<file path="config.mk">
export PLATFORM = sky130hd
export DESIGN_NAME = multicycle_control
export DESIGN_NICKNAME = d
export VERILOG_FILES = /design/src/rtl/multicycle_control.sv
export SDC_FILE = /design/constraint.sdc
export NUM_CORES = 1
export LEC_CHECK = 0
export CORE_MARGIN = 2
export CORE_UTILIZATION = 42
export CTS_CLUSTER_DIAMETER = 60
export DETAILED_ROUTE_END_ITERATION = 16
export GPL_ROUTABILITY_DRIVEN = 0
export GPL_TIMING_DRIVEN = 0
export PLACE_DENSITY = 0.79
export SLEW_MARGIN = 20
export SYNTH_ARGS = -nofsm -noshare
export SYNTH_HDL_FRONTEND = slang
export SYNTH_SLANG_ARGS = --single-unit
</file>
<file path="constraint.sdc">
create_clock -name CLK -period 1.8 [get_ports CLK]
set_input_delay 0.45 -clock CLK [delete_from_list [all_inputs] [get_ports CLK]]
set_output_delay 0.45 -clock CLK [all_outputs]
set_load 0.005 [all_outputs]
</file>
<file path="src/rtl/multicycle_control.sv">
// Moore control FSM that sequences the multicycle datapath through fetch/decode/execute/memory/writeback.
// Optional build macro CTRL_SINGLE_STEP_EN adds a step input and a STEP_WAIT gate ahead of every FETCH.
module multicycle_control #(
  parameter logic [3:0] HALT_OP = 4'hF,
  parameter logic [1:0] BR_COND = 2'b01
) (
  input  logic       CLK,
  input  logic       reset_n,
`ifdef CTRL_SINGLE_STEP_EN
  input  logic       step,
`endif
  input  logic [3:0] op,
  input  logic [1:0] cmpRst,
  output logic [1:0] numBits,
  output logic [1:0] immShift,
  output logic       IRWrite,
  output logic       ALUSrcA,
  output logic       ALUSrcB,
  output logic       writeEnable,
  output logic       DOrS,
  output logic       memEnableWrite,
  output logic       memEnableRead,
  output logic       PCWriteEnable,
  output logic       PCSource,
  output logic       memAddrSel,
  output logic [2:0] ALUOp,
  output logic [2:0] regDataWrite,
  output logic       halted,
  output logic [3:0] state_dbg
);

  // Five bits so STEP_WAIT fits and spare encodings exist to recover from.
  typedef enum logic [4:0] {
    IDLE      = 5'd0,
    FETCH     = 5'd1,
    DECODE    = 5'd2,
    EXEC_R    = 5'd3,
    EXEC_I    = 5'd4,
    WB_ALU    = 5'd5,
    WB_IMM    = 5'd6,
    MEM_ADDR  = 5'd7,
    MEM_READ  = 5'd8,
    WB_MEM    = 5'd9,
    MEM_WRITE = 5'd10,
    WB_CMP    = 5'd11,
    BRANCH    = 5'd12,
    JUMP_LINK = 5'd13,
    PC_LOAD   = 5'd14,
    HALT      = 5'd15,
    STEP_WAIT = 5'd16
  } state_t;

  state_t     state, next;
  state_t     resume;
  logic [3:0] op_q;
  logic       go;

`ifdef CTRL_SINGLE_STEP_EN
  logic step_q;

  always_ff @(posedge CLK or negedge reset_n) begin
    if (!reset_n) step_q <= 1'b0;
    else          step_q <= step;
  end

  assign resume = STEP_WAIT;
  assign go     = step & ~step_q;
`else
  assign resume = FETCH;
  assign go     = 1'b0;
`endif

  always_ff @(posedge CLK or negedge reset_n) begin
    if (!reset_n) begin
      state <= IDLE;
      op_q  <= '0;
    end else begin
      state <= next;
      if (state == DECODE) op_q <= op;
    end
  end

  // STEP_WAIT aliases IDLE in the 4-bit debug view.
  assign state_dbg = state[3:0];

  always_comb begin
    next = IDLE;
    unique case (state)
      IDLE:      next = resume;
      STEP_WAIT: next = go ? FETCH : STEP_WAIT;
      FETCH:     next = DECODE;
      DECODE: begin
        if (op == HALT_OP)      next = HALT;
        else if (op < 4'd8)     next = EXEC_R;
        else begin
          case (op)
            4'd8:         next = EXEC_I;
            4'd9:         next = WB_IMM;
            4'd10, 4'd11: next = MEM_ADDR;
            4'd12:        next = WB_CMP;
            4'd13:        next = BRANCH;
            4'd14:        next = JUMP_LINK;
            default:      next = HALT;
          endcase
        end
      end
      EXEC_R:    next = WB_ALU;
      EXEC_I:    next = WB_ALU;
      WB_ALU:    next = resume;
      WB_IMM:    next = resume;
      MEM_ADDR:  next = (op_q == 4'd11) ? MEM_WRITE : MEM_READ;
      MEM_READ:  next = WB_MEM;
      WB_MEM:    next = resume;
      MEM_WRITE: next = resume;
      WB_CMP:    next = resume;
      BRANCH:    next = (cmpRst == BR_COND) ? PC_LOAD : resume;
      JUMP_LINK: next = PC_LOAD;
      PC_LOAD:   next = resume;
      HALT:      next = HALT;
      default:   next = IDLE;
    endcase
  end

  always_comb begin
    numBits        = '0;
    immShift       = '0;
    IRWrite        = 1'b0;
    ALUSrcA        = 1'b0;
    ALUSrcB        = 1'b0;
    writeEnable    = 1'b0;
    DOrS           = 1'b0;
    memEnableWrite = 1'b0;
    memEnableRead  = 1'b0;
    PCWriteEnable  = 1'b0;
    PCSource       = 1'b0;
    memAddrSel     = 1'b0;
    ALUOp          = '0;
    regDataWrite   = '0;
    halted         = 1'b0;
    case (state)
      FETCH: begin
        memEnableRead = 1'b1;
        IRWrite       = 1'b1;
        PCWriteEnable = 1'b1;
      end
      EXEC_R: begin
        ALUOp = op_q[2:0];
        DOrS  = 1'b1;
      end
      EXEC_I: begin
        ALUSrcB = 1'b1;
        numBits = 2'd1;
      end
      WB_ALU: begin
        writeEnable = 1'b1;
        DOrS        = (op_q < 4'd8);
      end
      WB_IMM: begin
        numBits      = 2'd1;
        regDataWrite = 3'd3;
        writeEnable  = 1'b1;
      end
      MEM_ADDR: begin
        ALUSrcB = 1'b1;
        numBits = 2'd1;
      end
      MEM_READ: begin
        memAddrSel    = 1'b1;
        memEnableRead = 1'b1;
      end
      WB_MEM: begin
        regDataWrite = 3'd1;
        writeEnable  = 1'b1;
      end
      MEM_WRITE: begin
        memAddrSel     = 1'b1;
        memEnableWrite = 1'b1;
      end
      WB_CMP: begin
        regDataWrite = 3'd4;
        writeEnable  = 1'b1;
      end
      BRANCH: begin
        ALUSrcA  = 1'b1;
        ALUSrcB  = 1'b1;
        numBits  = 2'd2;
        immShift = 2'd1;
      end
      JUMP_LINK: begin
        regDataWrite = 3'd2;
        writeEnable  = 1'b1;
        ALUSrcA      = 1'b1;
        ALUSrcB      = 1'b1;
        numBits      = 2'd2;
        immShift     = 2'd1;
      end
      PC_LOAD: begin
        PCSource      = 1'b1;
        PCWriteEnable = 1'b1;
      end
      HALT:    halted = 1'b1;
      default: ;
    endcase
  end

endmodule

</file>
==> flow_summary.ini, run 1 <==
[finish]
diodes = 0
final_cell_mix = buf_6 (18), buf_4 (18), buf_2 (15)
drive_gt1_share_pct = 56.3
area_growth_pct = 87.2
finalNonFillerCells = 192
multi_input_area_um2 = 631
regArea_um2 = 228
final.fill_count = 98
final_nets = 176
final_area_um2 = 1480

[sta]
hold_viol_final = 0
grt_setup_unrepaired = true
final.min_clock_period_ns = 2.01
setup_viol = 15
slew_viol_final = 0
period_share_pct = 112
skew_ns = 0.00797
max_freq_ghz = 0.497
finalWorstSetupSlack_ns = -0.212
finalSetupTns_ns = -1.65

[routing]
vias_per_cell = 5.31
vias = 1020
drt_iter0_markers = 23
wl_per_cell_um = 15.5
wl_um = 2970
drc = 0
final_antenna_net_count = 0
firstDrtPassIters = 4

[worst_setup_path]
critPathKind = flip-flop to primary output
crit_arrival_ns = 1.56
path_max_fanout = 4
cp-start-kind = flip-flop
rrSetupSlack_ns = 0.20
worstPathRequired_ns = 1.35
cp-end-kind = primary output

[logic_synthesis]
ys_ff_latch = 9
synthCells = 108
ys_types = 34
syn-cell-area_um2 = 792
ys_seq_area_share_pct = 28.4
avgSynthCellArea_um2 = 7.33
yosysWarnings = 0
syn_nets = 116

[placement]
hpwl_um = 1550
io_buffers = 31
dp.cells = 164
dpl_worst_slack_ns = -0.348
placed_area_um2 = 1130

[clock_network]
cts_max_level = 1
cts_tree = yes
root_buffer = clkbuf_4
cts.sinks = 9
numCtsBuffers = 3
path_clk_slew_ns = 0.07
insertion_delay_ns = 0.28
clockBufferDepth = 2

[global_routing]
grt_first_pass_wirelength_um = 4080
antenna_found_initial = 0
grt_max_degree = 11
grt_pass1_vias = 942
overflow = 0
track_usage_pct = 26.5

[pwr]
power_uw = 402
power_density_nw_per_um2 = 271
p_leak_uw = 0.000736
peakVddDrop_mv = 0.272

[floorplan]
dieArea_um2 = 2250
start_util_pct = 45.4
row_count = 15
core_um2 = 1750
die_h_um = 47.4
io_pins = 33
fp.dieW_um = 47.4

[outcome]
outcome = finished with violations
violations = setup timing

[flow_run]
maxCapViolations = 0

[worst_hold_path]
min_path_type = input pin to asynchronous set/reset pin
==> cell families after synthesis <==
| logic type | after synthesis | synth area share, % |
|---|---|---|
| simple gates | 64 | 42.3 |
| compound gates | 18 | 15.2 |
| buf+inv | 12 | 9.00 |
| flops | 9 | 28.4 |
| xor+xnor | 3 | 3.32 |
| mux | 1 | 1.26 |
| other cells | 1 | 0.473 |
==> routing by layer <==
metal / up-vias / part of all wire, % / track usage [%]
met5: - / 0 / 0
met4: 0 / 5.3 / 17.8
met3: 20 / 6.1 / 3.77
met2: 55 / 50 / 47.3
met1: 468 / 38 / 28.6
li1: 477 / - / -
==> report_power, final <==
part | leakage (uW) | internal (uW) | total, uW | switching (uW)
clock | 0.0000177 | 82.5 | 166 | 83.8
sequential | 0.0000833 | 202 | 202 | 0
combinational | 0.000635 | 18.9 | 34.1 | 15.1
total | 0.000736 | 303 | 402 | 99.0
==> worst paths after layout <==
path                       startpoint  endpoint  depth (start not counted)
setup / recovery             state[4]  ALUOp[0]                          5
hold / removal                reset_n   op_q[3]                          1
setup reg to reg             state[4]  state[2]                          6
hold reg to reg               op_q[1]   op_q[1]                          2
max in group asynchronous     reset_n  state[2]                          1
min in group CLK              op_q[1]   op_q[1]                          2
==> cell type report <==
type                    count  area share, %
well taps                  25           2.11
plain buffers               9           5.15
inverters                   2          0.506
clock buffers               3           1.52
multi-input cells          87           42.5
clock inverters             1          0.338
flip-flops and latches      9           15.4
repair buffers             56           32.5
==> registers in the layout, summed over array words and instances (netlist names) <==
name   flops
state      5
op_q       4
==> critical path, cell delays in order, from the launching register on <==
cell	delay, ns
dfrtp_1	0.42
or3_4	0.42
buf_6	0.14
nor2_4	0.08
and2_4	0.14
buf_6	0.08
==> what timing repair did <==
action                     CTS  global route
pin swaps                   14            11
resized for setup          108            31
hold endpoints to repair     0             0
hold buffers                 0             0
setup endpoints to repair   21            20
setup buffers               22             6
==> stage by stage <==
step	utilization (%)	hold slack (ns)
2_1_floorplan	-	0.154
3_3_place_gp	64.9	0.488
3_5_place_dp	64.9	0.478
4_1_cts	80.0	0.472
5_1_grt	84.9	0.498
6_report	84.9	0.471
==> synth_stat cells (all sizes together) <==
cell type	instances	area [um^2]
conb	1	3.75
nand3b	2	15.0
inv	2	7.51
nand2	17	66.3
a21boi	1	7.51
o21bai	2	15.0
o2111ai	1	8.76
nor4b	1	8.76
nand3	2	10.0
o21ai	5	25.0
mux2i	1	10.0
o211ai	1	12.5
nor3	6	30.0
or3	1	11.3
nor2	15	63.8
nand4b	1	8.76
buf	10	63.8
o22ai	1	6.26
or2	3	21.3
dfrtp	9	225
nand2b	10	62.6
a21oi	6	30.0
o221ai	1	15.0
and3	1	6.26
xnor2	2	17.5
nor2b	2	12.5
xor2	1	8.76
and2	3	18.8
Note: power is estimated with default switching activity, not from simulation.
==> inputs of run 2 (changes only) <==
Settings changed: SLEW_MARGIN 20 to 10.
==> results of run 2 <==
Final layout, timing and power as in run 1 (identical DEF).
==> inputs of run 3 (changes only) <==
Settings changed: CAP_MARGIN set to 20.
==> results of run 3 <==
Final layout, timing and power as in run 1 (identical DEF).
